<file path="src/rtl/tube_pkg.sv">
// tube_pkg: shared depths and byte type for the Tube FIFOs.
package tube_pkg;
   localparam int TUBE_R1_PH_DEPTH = 24;
   localparam int TUBE_R3_DEPTH = 2;
   typedef logic [7:0] byte_t;
endpackage

</file>
<file path="src/rtl/ph_fifo_if.sv">
// ph_fifo_if: parasite write strobes and host read/status signals of one FIFO.
interface ph_fifo_if;
   import tube_pkg::*;
   logic  p_selectData;
   logic  p_we;
   byte_t p_data;
   logic  h_selectData;
   logic  h_rd;
   byte_t h_data;
   logic  h_data_available;
   logic  p_full;
   modport master (
      output p_selectData, p_we, p_data, h_selectData, h_rd,
      input  h_data, h_data_available, p_full
   );
   modport slave (
      input  p_selectData, p_we, p_data, h_selectData, h_rd,
      output h_data, h_data_available, p_full
   );
endinterface

</file>
<file path="src/rtl/ph_fifo_ram.sv">
// ph_fifo_ram: DEPTH x 8 storage, synchronous write, asynchronous read.
module ph_fifo_ram
   import tube_pkg::*;
#(
   parameter int DEPTH = TUBE_R1_PH_DEPTH,
   parameter int AW    = $clog2(DEPTH)
) (
   input  logic          clk,
   input  logic          wr_en,
   input  logic [AW-1:0] wr_addr,
   input  byte_t         wr_data,
   input  logic [AW-1:0] rd_addr,
   output byte_t         rd_data
);
   byte_t mem [DEPTH];
   always_ff @(posedge clk)
      if (wr_en) mem[wr_addr] <= wr_data;
   assign rd_data = mem[rd_addr];
endmodule

</file>
<file path="src/rtl/ph_fifo.sv">
// ph_fifo: parasite-to-host byte FIFO with occupancy flags and sticky error bits.
module ph_fifo
   import tube_pkg::*;
#(
   parameter int DEPTH = TUBE_R1_PH_DEPTH,
   parameter int CW    = $clog2(DEPTH + 1)
) (
   input  logic          clk,
   input  logic          rst,
   input  logic          flush,
   input  logic          two_byte,
   ph_fifo_if.slave      bus,
   output logic [CW-1:0] count,
   output logic          p_overrun,
   output logic          h_underrun
);
   localparam int PW = $clog2(DEPTH);
   logic [PW-1:0] wr_ptr_q, wr_ptr_d, rd_ptr_q, rd_ptr_d;
   logic [CW-1:0] count_q, count_d;
   logic          p_overrun_q, p_overrun_d, h_underrun_q, h_underrun_d;
   logic          push, pop, push_ok, pop_ok;
   byte_t         rd_data;
   // Pointers wrap explicitly so non-power-of-two depths work.
   function automatic logic [PW-1:0] inc(input logic [PW-1:0] p);
      return (p == PW'(DEPTH - 1)) ? '0 : p + 1'b1;
   endfunction
   always_comb begin
      push         = bus.p_selectData & bus.p_we;
      pop          = bus.h_selectData & bus.h_rd;
      pop_ok       = pop & (count_q != '0);
      push_ok      = push & ((count_q != CW'(DEPTH)) | pop_ok);
      count_d      = count_q + CW'(push_ok) - CW'(pop_ok);
      wr_ptr_d     = push_ok ? inc(wr_ptr_q) : wr_ptr_q;
      rd_ptr_d     = pop_ok ? inc(rd_ptr_q) : rd_ptr_q;
      p_overrun_d  = p_overrun_q | (push & ~push_ok);
      h_underrun_d = h_underrun_q | (pop & ~pop_ok);
   end
   always_ff @(posedge clk) begin
      if (rst | flush) begin
         wr_ptr_q     <= '0;
         rd_ptr_q     <= '0;
         count_q      <= '0;
         p_overrun_q  <= 1'b0;
         h_underrun_q <= 1'b0;
      end else begin
         wr_ptr_q     <= wr_ptr_d;
         rd_ptr_q     <= rd_ptr_d;
         count_q      <= count_d;
         p_overrun_q  <= p_overrun_d;
         h_underrun_q <= h_underrun_d;
      end
   end
   ph_fifo_ram #(.DEPTH(DEPTH), .AW(PW)) u_ram (
      .clk     (clk),
      .wr_en   (push_ok),
      .wr_addr (wr_ptr_q),
      .wr_data (bus.p_data),
      .rd_addr (rd_ptr_q),
      .rd_data (rd_data)
   );
   // Two-byte mode only reshapes the status flags; acceptance uses the true count.
   assign bus.h_data           = (count_q != '0) ? rd_data : '0;
   assign bus.h_data_available = two_byte ? (count_q >= CW'(2)) : (count_q != '0);
   assign bus.p_full           = two_byte ? (count_q >= CW'(2)) : (count_q == CW'(DEPTH));
   assign count                = count_q;
   assign p_overrun            = p_overrun_q;
   assign h_underrun           = h_underrun_q;
endmodule

</file>
<file path="src/flat_wrapper.sv">
// flat-port wrapper written by rule: the top's interface ports become plain ports
module ph_fifo_flat import tube_pkg::*;
#(
   parameter int DEPTH = TUBE_R1_PH_DEPTH,
   parameter int CW    = $clog2(DEPTH + 1)
)
  (clk, rst, flush, two_byte, count, p_overrun, h_underrun, bus_p_selectData, bus_p_we, bus_p_data, bus_h_selectData, bus_h_rd, bus_h_data, bus_h_data_available, bus_p_full);
  ph_fifo_if bus_i ();
  input  logic clk;
  input  logic rst;
  input  logic flush;
  input  logic two_byte;
  output logic [CW-1:0] count;
  output logic p_overrun;
  output logic h_underrun;
  input wire logic [$bits(bus_i.p_selectData)-1:0] bus_p_selectData;
  input wire logic [$bits(bus_i.p_we)-1:0] bus_p_we;
  input wire logic [$bits(bus_i.p_data)-1:0] bus_p_data;
  input wire logic [$bits(bus_i.h_selectData)-1:0] bus_h_selectData;
  input wire logic [$bits(bus_i.h_rd)-1:0] bus_h_rd;
  output wire logic [$bits(bus_i.h_data)-1:0] bus_h_data;
  output wire logic [$bits(bus_i.h_data_available)-1:0] bus_h_data_available;
  output wire logic [$bits(bus_i.p_full)-1:0] bus_p_full;
  assign bus_i.p_selectData = bus_p_selectData;
  assign bus_i.p_we = bus_p_we;
  assign bus_i.p_data = bus_p_data;
  assign bus_i.h_selectData = bus_h_selectData;
  assign bus_i.h_rd = bus_h_rd;
  assign bus_h_data = bus_i.h_data;
  assign bus_h_data_available = bus_i.h_data_available;
  assign bus_p_full = bus_i.p_full;
  ph_fifo #(.DEPTH(DEPTH), .CW(CW)) u_core (.clk(clk), .rst(rst), .flush(flush), .two_byte(two_byte), .bus(bus_i), .count(count), .p_overrun(p_overrun), .h_underrun(h_underrun));
endmodule
</file>
<file path="config.mk">
export PLATFORM = sky130hd
export DESIGN_NAME = ph_fifo_flat
export DESIGN_NICKNAME = d
export VERILOG_FILES = /design/src/rtl/tube_pkg.sv /design/src/rtl/ph_fifo_if.sv /design/src/rtl/ph_fifo_ram.sv /design/src/rtl/ph_fifo.sv /design/src/flat_wrapper.sv
export SDC_FILE = /design/constraint.sdc
export NUM_CORES = 1
export LEC_CHECK = 0
export CAP_MARGIN = 30
export CORE_ASPECT_RATIO = 2
export CORE_MARGIN = 2
export CORE_UTILIZATION = 60
export DETAILED_ROUTE_END_ITERATION = 8
export GPL_TIMING_DRIVEN = 0
export PLACE_DENSITY_LB_ADDON = 0.12
export SLEW_MARGIN = 40
export SYNTH_ARGS = -nofsm -noshare
export SYNTH_HDL_FRONTEND = slang
export SYNTH_SLANG_ARGS = --single-unit
</file>
<file path="constraint.sdc">
create_clock -name clk -period 6.6 [get_ports clk]
set_input_delay 0.99 -clock clk [delete_from_list [all_inputs] [get_ports clk]]
set_output_delay 0.99 -clock clk [all_outputs]
set_load 0.01 [all_outputs]
</file>
==> key figures, run 1 <==
Layout
  • Layout Area Growth over Synthesis: 12.4%
  • Share of post-route cells with drive strength above 1: 12.7%
  • Ant. Diodes: 0
  • Fin nets: 596
  • Fin cells: 768
  • # fillers: 966

Power and ir drop
  • Int Power: approximately 0.0021 W
  • Tot Pwr: 0.00272 W
  • Static Leak: 3.11 nW
  • Reg power frac: between 50% and 60%
  • Logic pwr share: 8.0%
  • Switching share of power: 20.9%
  • Clock power share: 37.2%
  • Worst vdd ir: ~0.19 mV
  • Power Dens Cells: between 200 and 300 nW/um^2
  • Sw power: 0.000569 W

Placement
  • Pre-CTS setup slack: roughly 3 ns
  • GPL Wtd Cong: 0.939
  • # port buffers: 32
  • DP Cell Count: 736
  • Hpwl dp: 12400 um

Die
  • Core box area: 14400 sq um
  • Die H: 175 um
  • Num rows: 62
  • Io pins: 33
  • Die footprint: 15600 sq um
  • Starting Density: 61.0%
  • Die X: 89.4 um

STA
  • Final TNS setup: 0 ns
  • Worst hold slack: roughly 0.47 ns
  • Clk_skew: 0.00802 ns
  • Setup WS post-layout: 2.58 ns
  • Tmin final: 4.02 ns
  • Max Fclk: 249 MHz
  • Max Slew Vio Count: 0
  • Final setup vio count: 0
  • Worst-Margin Slew: between 0.8 and 0.9 ns
  • Final hold viol count: 0
  • Slew headroom: between 40% and 50%
  • RSZ-0062 raised after global routing: false
  • Final period utilization: 61.0%

Logic synthesis
  • Warnings from Yosys: 0
  • Main area contributors after synthesis: edfxtp_1 66%, dfxtp_1 5.0%, mux4_2 4.9%
  • Top cells by count, synth: 192 x edfxtp_1, 47 x nor2_1, 38 x mux2i_1
  • Fraction of registers with async set/reset: 0%
  • Syn_area_per_cell: 17.1 sq um
  • Post-synth EDFFs: 192
  • Post-synth top area cell: edfxtp_1
  • Top_reg_cell synth: edfxtp_1
  • Synth Instances: about 510
  • Area fraction of the dominant cell type after synthesis: 65.8%
  • Register bit total from synthesis: 214
  • Cell with the most instances after synthesis: edfxtp_1
  • Area of the mapped netlist: 8760 sq um
  • Post-synth cell types: 46
  • Post-Synthesis Net Count: 544
  • Post-synthesis sequential area ratio: 70.9%

Clocking
  • CTS root buf: clkbuf_16
  • CTS resizes: 0
  • Total setup buffers inserted after CTS: 0
  • Clock transition at path regs: around 0.070 ns
  • CTS Sinks: 214
  • CTS tree: done
  • Htree depth: 1
  • Bufs on Longest Clock Path: 3
  • Post-CTS Hold Buffers: 0
  • Clk Latency, worst-skew pair: 0.48 ns
  • Cts bufs inserted: 18

Drt
  • Post-DRT Antenna Nets: 0
  • Via count: about 4600
  • Drt first pass iters: 4
  • Initial DRC Count: 334
  • Avg WL per Cell: 22.8 um
  • DRC errors left: 0
  • Vias per inst: 5.96
  • WL final: 17500 um

Run status
  • Outcome: complete, no violations

Global routing
  • First-pass GRT wire length: 27000 um
  • Met1 global-route usage: 27.0%
  • Gr busiest metal: met2
  • Gr usage total: 23.8%
  • Grt total ovfl: 0
  • Met2 usage: 42.9%
  • Largest net degree at the start of global routing: 25
  • Met3 Use GR: 2.79%
  • Number of global-route vias before repair: 4858
  • Initial antenna violation count: 0

Setup path
  • R2R Setup Slk: 3.33 ns
  • Critical path endpoint: bus_h_data[4]
  • CP max FO: 8
  • Reg2Reg Depth: 12
  • Reg2Reg Capture Point: u_core.count[4]
  • CP startpoint: u_core.count[3]
  • R2r startpoint: u_core.count[3]
  • Req. time, crit path: between 5 and 6 ns
  • Critical path capture point type: primary output
  • Data arrival time of the worst path: about 3.0 ns
  • Setup crit start kind: flip-flop
  • Crit Path Category: reg -> out

Worst hold path
  • Min-Delay Path Class: reg -> reg

Job
  • Max-Cap Viols: 0
-- per-stage QoR --
stage | area [sq um] | util, %
4_1_cts | 9880 | 68.8
2_1_floorplan | 8760 | -
3_3_place_gp | 9320 | 64.9
6_report | 9840 | 68.6
5_1_grt | 9840 | 68.6
3_5_place_dp | 9320 | 64.9
-- cell type report --
| class | instances | area [sq um] | share of cell area (%) |
|---|---|---|---|
| repair buffers | 32 | 280 | 2.85 |
| plain buffers | 20 | 119 | 1.21 |
| inverters | 21 | 78.8 | 0.801 |
| well taps | 192 | 240 | 2.44 |
| multi-input cells | 257 | 2360 | 23.9 |
| clock buffers | 24 | 494 | 5.02 |
| flip-flops and latches | 214 | 6210 | 63.0 |
| clock inverters | 8 | 68.8 | 0.699 |
-- power groups by stage --
stage	logic, W	registers (W)	clock network, W
floorplan	0.000114	0.00152	0
global placement	0.000212	0.00152	0
detailed placement	0.000218	0.00152	0
CTS	0.000220	0.00149	0.00103
global route	0.000236	0.00149	0.00108
finish	0.000216	0.00149	0.00101
-- placed cells by master, fill, tap and decap left out, types with 6 or more instances in the layout --
cell type,instances
ha_1,15
nor2b_1,7
clkdlybuf4s50_1,24
mux4_2,19
dfxtp_1,22
clkbuf_16,19
mux2i_1,38
nor2_1,45
inv_1,21
nand3_1,11
nand2_1,26
edfxtp_1,192
buf_2,13
a22o_1,8
o2111ai_1,7
a22oi_1,16
mux4_1,13
a21oi_1,6
clkbuf_1,12
-- sequential cells by signal, summed over array words and instances, names as in the netlist, named ones only --
signal	count
u_core.u_ram.mem	192
u_core.wr_ptr_q	5
u_core.p_overrun	1
u_core.h_underrun	1
u_core.rd_ptr_q	5
u_core.count	5
-- worst min-delay path by stage --
stage | from | to | cells past startpoint
6_report | u_core.p_overrun | u_core.p_overrun | 2
5_1_grt | u_core.p_overrun | u_core.p_overrun | 2
4_1_cts | u_core.p_overrun | u_core.p_overrun | 2
3_5_place_dp | u_core.p_overrun | u_core.p_overrun | 2
3_3_place_gp | u_core.p_overrun | u_core.p_overrun | 2
2_1_floorplan | u_core.p_overrun | u_core.p_overrun | 2
-- worst max-delay path: stages, from the launching register on --
cell and delay (ns):
dfxtp_1 0.33, inv_1 0.14, ha_1 0.23, nor4b_4 0.58, nor2b_1 0.11, buf_1 0.23, nand3_1 0.23, o2111ai_1 0.18
clkdlybuf4s50_1 0.52
-- cells by family (layout without fill, tap and decap cells) --
kind of cell / after synthesis / count (layout) / share of synthesized area (%)
AOI/OAI and AO/OA: 49 / 49 / 4.24
adders and majority gates: 16 / 16 / 2.37
xor gates and xnor gates: 4 / 4 / 0.400
muxes: 70 / 70 / 13.1
DFF: 214 / 214 / 70.9
and+or+nand+nor: 118 / 118 / 6.72
buffers and inverters: 41 / 105 / 2.26
-- per-layer routing --
| layer | vias up | wire length [um] |
|---|---|---|
| li1 | 2101 | - |
| met1 | 2280 | 6210 |
| met2 | 151 | 9700 |
| met3 | 45 | 656 |
| met4 | 0 | 925 |
| met5 | - | 0 |
Note: power is estimated with default switching activity, not from simulation.
==> run 2: changes to the inputs <==
==> constraint.sdc (replaced) <==
create_clock -name clk -period 3.9 [get_ports clk]
set_input_delay 0.585 -clock clk [delete_from_list [all_inputs] [get_ports clk]]
set_output_delay 0.585 -clock clk [all_outputs]
set_load 0.01 [all_outputs]
==> results of run 2 <==
The final DEF is identical to that of run 1. Status: complete, no violations.
Among the figures that moved: setup slack after placement 2.94 ns -> 0.649 ns; setup slack after layout 2.58 ns -> 0.281 ns; register-to-register setup slack 3.33 ns -> 0.63 ns; total power 0.00272 W -> 0.00460 W; worst IR drop on VDD 0.191 mV -> 0.323 mV
